**src/rtl/ifu_ar_grant_arbiter.sv**
```systemverilog
// -----------------------------------------------------------------------------
// ifu_ar_grant_arbiter
//
// Round-robin grant arbiter sharing the arbiter-side AXI write path between the
// IFU (requester 0) and the other fill requesters (weight/feature loaders).
// One registered one-hot grant is issued and held until the owner releases it
// by pulsing done[owner] or dropping req[owner]. Every release is followed by a
// single turnaround cycle with no grant. Arbitration runs in that turnaround
// cycle, so a waiting requester sees its grant two cycles after the done pulse.
//
// Optional feature (compile-time macro): ARB_TIMEOUT_EN
//   defined   : a grant still held when hold_cnt reaches MAX_HOLD-1 is revoked
//               like a normal release and timeout_irq pulses for one cycle,
//               coincident with grant falling.
//   undefined : no watchdog, grants are held indefinitely, timeout_irq stays 0.
//
// Ports
//   clk          in   system clock, rising edge
//   rstn         in   asynchronous reset, ACTIVE HIGH (name kept from codebase)
//   req          in   [NUM_REQ]   per-requester level request, bit 0 = IFU
//   done         in   [NUM_REQ]   per-requester release pulse, owner bit only
//   grant        out  [NUM_REQ]   registered one-hot grant, bit 0 = IFU
//   grant_id     out  [ID_WIDTH]  binary index of current owner, 0 when idle
//   busy         out              a grant is held
//   hold_cnt     out  [CNT_WIDTH] cycles held by the current owner, saturating
//   timeout_irq  out              one-cycle watchdog revoke pulse
//
// FSM
//   state     | meaning
//   ----------+-----------------------------------------------------------
//   S_IDLE    | no grant, arbitrate every cycle
//   S_GRANT   | grant held by grant_id, count hold cycles, watch for release
//   S_RELEASE | one-cycle turnaround with grant low, arbitrate for next owner
// -----------------------------------------------------------------------------
module ifu_ar_grant_arbiter #(
  parameter int NUM_REQ   = 4,
  parameter int ID_WIDTH  = 2,
  parameter int MAX_HOLD  = 256,
  parameter int CNT_WIDTH = 16
) (
  input  logic                 clk,
  input  logic                 rstn,
  input  logic [NUM_REQ-1:0]   req,
  input  logic [NUM_REQ-1:0]   done,
  output logic [NUM_REQ-1:0]   grant,
  output logic [ID_WIDTH-1:0]  grant_id,
  output logic                 busy,
  output logic [CNT_WIDTH-1:0] hold_cnt,
  output logic                 timeout_irq
);

  typedef enum logic [1:0] {
    S_IDLE    = 2'd0,
    S_GRANT   = 2'd1,
    S_RELEASE = 2'd2
  } state_t;

  localparam logic [ID_WIDTH-1:0] LAST_IDX = ID_WIDTH'(NUM_REQ - 1);
  localparam logic [NUM_REQ-1:0]  ONE_HOT0 = NUM_REQ'(1);

  state_t               state_q;
  state_t               state_d;
  logic [ID_WIDTH-1:0]  last_ptr_q;
  logic [ID_WIDTH-1:0]  last_ptr_d;

  logic [NUM_REQ-1:0]   grant_d;
  logic [ID_WIDTH-1:0]  grant_id_d;
  logic                 busy_d;
  logic [CNT_WIDTH-1:0] hold_cnt_d;
  logic                 timeout_d;

  logic                 pick_valid;
  logic [ID_WIDTH-1:0]  pick_idx;
  logic                 owner_done;
  logic                 owner_drop;
  logic                 wd_hit;
  logic                 release_evt;

  // ---------------------------------------------------------------------------
  // Round-robin pick: scan upward from last_ptr+1, wrapping at NUM_REQ-1, and
  // take the first requester found. The wrap is explicit so NUM_REQ need not be
  // a power of two.
  // ---------------------------------------------------------------------------
  always_comb begin
    logic [ID_WIDTH-1:0] cand;
    pick_valid = 1'b0;
    pick_idx   = '0;
    cand       = (last_ptr_q == LAST_IDX) ? '0 : last_ptr_q + 1'b1;
    for (int i = 0; i < NUM_REQ; i++) begin
      if (!pick_valid && req[cand]) begin
        pick_valid = 1'b1;
        pick_idx   = cand;
      end
      cand = (cand == LAST_IDX) ? '0 : cand + 1'b1;
    end
  end

  // Only the owner's own bits matter; everyone else's done/req are ignored
  // while a grant is held, so there is no preemption.
  assign owner_done = done[grant_id];
  assign owner_drop = ~req[grant_id];

`ifdef ARB_TIMEOUT_EN
  localparam logic [CNT_WIDTH-1:0] WD_LAST = CNT_WIDTH'(MAX_HOLD - 1);
  assign wd_hit = (hold_cnt == WD_LAST);
`else
  assign wd_hit = 1'b0;
`endif

  assign release_evt = owner_done | owner_drop | wd_hit;

  // ---------------------------------------------------------------------------
  // State register
  // ---------------------------------------------------------------------------
  always_ff @(posedge clk or posedge rstn) begin
    if (rstn) begin
      state_q <= S_IDLE;
    end else begin
      state_q <= state_d;
    end
  end

  // ---------------------------------------------------------------------------
  // Next-state logic
  // ---------------------------------------------------------------------------
  always_comb begin
    state_d = state_q;
    case (state_q)
      S_IDLE: begin
        if (pick_valid) state_d = S_GRANT;
      end
      S_GRANT: begin
        if (release_evt) state_d = S_RELEASE;
      end
      S_RELEASE: begin
        state_d = pick_valid ? S_GRANT : S_IDLE;
      end
      default: state_d = S_IDLE;
    endcase
  end

  // ---------------------------------------------------------------------------
  // Output / datapath next values. All outputs are registered below so the
  // grant seen by requesters is glitch-free.
  // ---------------------------------------------------------------------------
  always_comb begin
    grant_d    = grant;
    grant_id_d = grant_id;
    busy_d     = busy;
    hold_cnt_d = hold_cnt;
    last_ptr_d = last_ptr_q;
    timeout_d  = 1'b0;
    case (state_q)
      S_IDLE, S_RELEASE: begin
        // last_ptr already holds the previous owner here, so the turnaround
        // cycle arbitrates with the updated pointer.
        if (pick_valid) begin
          grant_d    = ONE_HOT0 << pick_idx;
          grant_id_d = pick_idx;
          busy_d     = 1'b1;
        end else begin
          grant_d    = '0;
          grant_id_d = '0;
          busy_d     = 1'b0;
        end
        hold_cnt_d = '0;
      end
      S_GRANT: begin
        if (release_evt) begin
          grant_d    = '0;
          grant_id_d = '0;
          busy_d     = 1'b0;
          hold_cnt_d = '0;
          last_ptr_d = grant_id;
          // A watchdog revoke only counts as a timeout when the owner did not
          // release on its own in the same cycle.
          timeout_d  = wd_hit & ~owner_done & ~owner_drop;
        end else if (hold_cnt != '1) begin
          hold_cnt_d = hold_cnt + 1'b1;
        end
      end
      default: begin
        grant_d    = '0;
        grant_id_d = '0;
        busy_d     = 1'b0;
        hold_cnt_d = '0;
      end
    endcase
  end

  // ---------------------------------------------------------------------------
  // Output and pointer registers. Pointer resets to the last index so that
  // requester 0 (the IFU) wins the first arbitration.
  // ---------------------------------------------------------------------------
  always_ff @(posedge clk or posedge rstn) begin
    if (rstn) begin
      grant       <= '0;
      grant_id    <= '0;
      busy        <= 1'b0;
      hold_cnt    <= '0;
      timeout_irq <= 1'b0;
      last_ptr_q  <= LAST_IDX;
    end else begin
      grant       <= grant_d;
      grant_id    <= grant_id_d;
      busy        <= busy_d;
      hold_cnt    <= hold_cnt_d;
      timeout_irq <= timeout_d;
      last_ptr_q  <= last_ptr_d;
    end
  end

  // ---------------------------------------------------------------------------
  // Structural invariants of the grant outputs.
  // ---------------------------------------------------------------------------
  a_grant_onehot0 : assert property (@(posedge clk) disable iff (rstn)
    $onehot0(grant));

  a_busy_matches_grant : assert property (@(posedge clk) disable iff (rstn)
    busy == (|grant));

  a_id_matches_grant : assert property (@(posedge clk) disable iff (rstn)
    busy |-> (grant == (ONE_HOT0 << grant_id)));

  a_idle_id_zero : assert property (@(posedge clk) disable iff (rstn)
    !busy |-> (grant_id == '0));

  a_irq_with_release : assert property (@(posedge clk) disable iff (rstn)
    timeout_irq |-> !busy);

endmodule

```
**config.mk**
```make
export PLATFORM = sky130hd
export DESIGN_NAME = ifu_ar_grant_arbiter
export DESIGN_NICKNAME = d
export VERILOG_FILES = /design/src/rtl/ifu_ar_grant_arbiter.sv
export SDC_FILE = /design/constraint.sdc
export NUM_CORES = 1
export LEC_CHECK = 0
export CAP_MARGIN = 20
export CORE_ASPECT_RATIO = 0.8
export CORE_MARGIN = 5
export CORE_UTILIZATION = 50
export DETAILED_ROUTE_END_ITERATION = 12
export GPL_TIMING_DRIVEN = 0
export PLACE_DENSITY_LB_ADDON = 0.05
export SYNTH_ARGS = -nofsm -noshare
export SYNTH_HDL_FRONTEND = slang
export SYNTH_SLANG_ARGS = --single-unit
```
**constraint.sdc**
```tcl
create_clock -name clk -period 2.2 [get_ports clk]
set_clock_uncertainty 0.15 [all_clocks]
set_input_delay 0.44 -clock clk [delete_from_list [all_inputs] [get_ports clk]]
set_output_delay 0.44 -clock clk [all_outputs]
set_load 0.02 [all_outputs]
```
==> summary.txt, run 1 <==
Outcome
  – Result of the run: completed

Clock network
  – Total clock sinks: 27
  – Clock transition time at the flip-flop clock pins of the worst setup and hold paths: 0.08 ns
  – Max Root-Sink Buffers: 2
  – Source-to-sink clock delay at the later pin of the worst-skew pair: 0.28 ns
  – TritonCTS clock tree: yes
  – Cts bufs inserted: 3
  – Maximum level of the CTS H-tree: 1
  – CTS Root Buffer Type: sky130_fd_sc_hd__clkbuf_8
  – Hold buffer count at cts: 0

Final layout
  – Filler Cells Inserted: 232
  – Final standard cell area without fillers: 1960 um2
  – FF/Latch Area: 678 um2
  – Utilization of the core after routing: 0.694
  – Post-layout net count: 208
  – Area occupied by multi-input gates: 811 um2
  – Area added between synthesis and finish: 29.8%
  – Antenna cell count: 0
  – Final standard cell count with taps included and fillers excluded: 233
  – Fraction of final layout cells with drive strength greater than 1: 0.0821

Yosys
  – Top post-synthesis cells by area: sky130_fd_sc_hd__dfrtp_1, sky130_fd_sc_hd__nand3_1, sky130_fd_sc_hd__dfstp_2, sky130_fd_sc_hd__a21oi_1, sky130_fd_sc_hd__a211oi_1
  – Mean instance size in the synthesized netlist: 9.57 um2
  – Cell with the most instances after synthesis: sky130_fd_sc_hd__dfrtp_1
  – Library cells used by synthesis: 42
  – Post-synth ARST share: 1.00
  – Main combinational cell family by area after synthesis: simple AND/OR/NAND/NOR gates
  – Mapped Nets: 170
  – Cells after Synth: 158
  – Proportion of synthesized chip area in sequential cells: 0.448
  – Flip-flop cell with the highest count after synthesis: sky130_fd_sc_hd__dfrtp_1
  – Mux cell area share after synthesis: 0.0637
  – Cell type with the largest total area after synthesis: sky130_fd_sc_hd__dfrtp_1
  – Post-synthesis xor/xnor area fraction: 0.00579
  – Post-Synth Adder-Cell Area: 0.0165
  – Most instantiated cells after synthesis: sky130_fd_sc_hd__dfrtp_1, sky130_fd_sc_hd__nand2_1, sky130_fd_sc_hd__nand3_1
  – Area share of the largest cell type after synthesis: 0.414
  – Yosys warning total: 0
  – Synthesized-area fraction occupied by ao, oa, aoi and oai cells: 0.188
  – FF+latch count, synth: 27
  – Simple-gate share of the synthesized area: 0.256
  – Post-synthesis instance area: 1510 um2
  – EDFF count, synth: 0

Worst setup path
  – Critical Path Sink Type: flip-flop
  – CP Data Arrival Time: 2.13 ns
  – Type of the setup path with the least slack: in -> reg
  – Kind of start point of the critical path: primary input
  – Data required time of the critical path: 2.19 ns
  – Maximum fanout encountered on the critical timing path: 10

Routing
  – Iteration count of the initial detailed-routing pass: 4
  – Wirelength, routed: 3870 um
  – Residual antenna-violating net count after detailed routing: 0
  – Via count: 1446
  – Routed via count divided by cell count: 6.21
  – Routed length per instance: 16.6 um
  – Initial detailed-routing violation count: 118
  – DRC violations left: 0

Timing
  – Tmin final: 2.14 ns
  – Relative max-transition margin: 0.517
  – Slew at the pin with the worst max-slew slack: 0.715 ns
  – Setup repair after global routing missed its margin: no
  – Worst hold slack after final layout: 0.274 ns
  – Maximum frequency from static timing analysis: 468 MHz
  – Final Max Slew Viols: 0
  – Fin crit share: 0.972
  – Setup violation total in the final timing report: 0
  – Final Hold Violating Endpoints: 0

Global route
  – First-pass GRT wire length: 6650 um
  – Number of antenna violations at the first check in global routing: 0
  – Congestion Overflow GR: 0
  – Largest net degree at the start of global routing: 28
  – Number of global-route vias before repair: 1424
  – Total routing usage reported by global routing: 0.201

Pwr
  – Power, Total: 1640 uW
  – Lkg Pwr: 0.000786 uW
  – Largest vdd supply drop: 759 uV
  – PwrDens: 837 nW/um2

Die
  – Die boundary width: 71.5 um
  – Number of standard-cell rows in the floorplan: 17
  – Die extent in y: 59.2 um
  – Die area: 4230 um2
  – Number of primary I/O pins: 34
  – Core box area: 2830 um2
  – Initial core utilization: 0.535

Placed design
  – Cell area after placement: 1880 um2
  – HPWL Detailed: 2850 um
  – Number of buffer cells added on primary ports: 32
  – Routability congestion estimate from global placement: 0.888
  – Placed cell count: 228

Hold path
  – Kind of path behind the tightest hold check: in -> async

Flow run
  – Max Cap Violations: 0
[path summary, 6_finish.rpt]
check / startpoint / end / slack [ns] / cells past startpoint
max in group asynchronous: rstn / last_ptr_q[1]$_DFFE_PP1P_ / 1.16 / 3
hold reg to reg: busy$_DFFE_PP0P_ / busy$_DFFE_PP0P_ / 0.34 / 1
setup reg to reg: hold_cnt[11]$_DFFE_PP0P_ / hold_cnt[8]$_DFFE_PP0P_ / 0.16 / 4
hold / removal: rstn / hold_cnt[8]$_DFFE_PP0P_ / 0.27 / 2
min in group clk: busy$_DFFE_PP0P_ / busy$_DFFE_PP0P_ / 0.34 / 1
setup / recovery: req[1] / hold_cnt[4]$_DFFE_PP0P_ / 0.06 / 6
[critical path, cell delays in order]
cell and delay (ns):
sky130_fd_sc_hd__clkdlybuf4s50_1 0.51, sky130_fd_sc_hd__nor2b_1 0.18, sky130_fd_sc_hd__mux4_2 0.52, sky130_fd_sc_hd__nand2_1 0.21, sky130_fd_sc_hd__buf_4 0.21, sky130_fd_sc_hd__a211oi_1 0.06
[final cells by class]
| type | instances | area share |
|---|---|---|
| Multi-Input combinational cell | 125 | 0.413 |
| Buffer | 3 | 0.0102 |
| Sequential cell | 27 | 0.345 |
| Timing Repair Buffer | 33 | 0.178 |
| Tap cell | 38 | 0.0242 |
| Clock buffer | 4 | 0.0229 |
| Inverter | 3 | 0.00574 |
[registers in the layout (all words and copies together), names as in the netlist]
register    flops
busy            1
grant           4
grant_id        2
hold_cnt       16
last_ptr_q      2
state_q         2
[stage by stage]
stage	setup TNS, ns	setup slack [ns]
after floorplan	0	0.288
after global placement	-3.42	-0.260
after detailed placement	-4.99	-0.338
after CTS	0	0.00849
after global routing	0	0.0130
final	0	0.0616
[report_power, final]
group,internal [uW],switching [uW],leakage (uW)
Sequential,602,83.6,0.000360
Combinational,312,365,0.000403
Clock,130,151,0.0000228
Total,1040,600,0.000786
[cell families (layout without fill, tap and decap cells)]
kind of cell    Yosys count  count (layout)
mux                       7               7
fa+ha+maj                 2               2
xor+xnor                  1               1
flops                    27              27
simple gates             73              73
other cells               1               1
compound gates           41              41
buf+inv                   6              43
[routing by layer]
layer	global-route usage	wire, um	vias to the layer above
met5	0	0	-
met4	0.0777	39	0
met3	0.0627	317	4
met2	0.308	1790	64
met1	0.267	1730	704
li1	-	-	674
[repair_timing]
item | in CTS | in global routing
setup buffers | 0 | 0
setup endpoints to repair | 10 | 14
cloned | 0 | 0
gates resized for setup | 1 | 2
[placed cells by master, fill, tap and decap left out, types with 2 or more instances in the layout]
master	count
sky130_fd_sc_hd__o31ai_1	2
sky130_fd_sc_hd__o21ai_0	5
sky130_fd_sc_hd__mux2i_1	4
sky130_fd_sc_hd__nor4_1	3
sky130_fd_sc_hd__and3_1	2
sky130_fd_sc_hd__mux4_2	2
sky130_fd_sc_hd__a211oi_1	6
sky130_fd_sc_hd__nand4_1	3
sky130_fd_sc_hd__nor2_1	10
sky130_fd_sc_hd__nand2b_1	6
sky130_fd_sc_hd__or3_1	6
sky130_fd_sc_hd__o311ai_0	2
sky130_fd_sc_hd__nand3_1	11
sky130_fd_sc_hd__a21oi_1	9
sky130_fd_sc_hd__o2bb2ai_1	2
sky130_fd_sc_hd__a22o_1	3
sky130_fd_sc_hd__nor2b_1	5
sky130_fd_sc_hd__inv_1	3
sky130_fd_sc_hd__dfrtp_1	25
sky130_fd_sc_hd__buf_4	2
sky130_fd_sc_hd__a31oi_1	3
sky130_fd_sc_hd__and4_1	2
sky130_fd_sc_hd__clkbuf_8	3
sky130_fd_sc_hd__clkdlybuf4s50_1	31
sky130_fd_sc_hd__a21o_1	3
sky130_fd_sc_hd__ha_1	2
sky130_fd_sc_hd__nor3_1	7
sky130_fd_sc_hd__dfstp_2	2
sky130_fd_sc_hd__nand2_1	12
No activity file was read; power rests on OpenSTA's default activity.
==> inputs of run 2 (changes only) <==
TNS_END_PERCENT = 100   (was unset)
==> results of run 2 <==
Same layout as run 1: the final DEF is identical, and so are final timing and power.
==> inputs of run 3 (changes only) <==
HOLD_SLACK_MARGIN = 0.1   (was unset)
==> results of run 3 <==
Same layout as run 1: the final DEF is identical, and so are final timing and power.
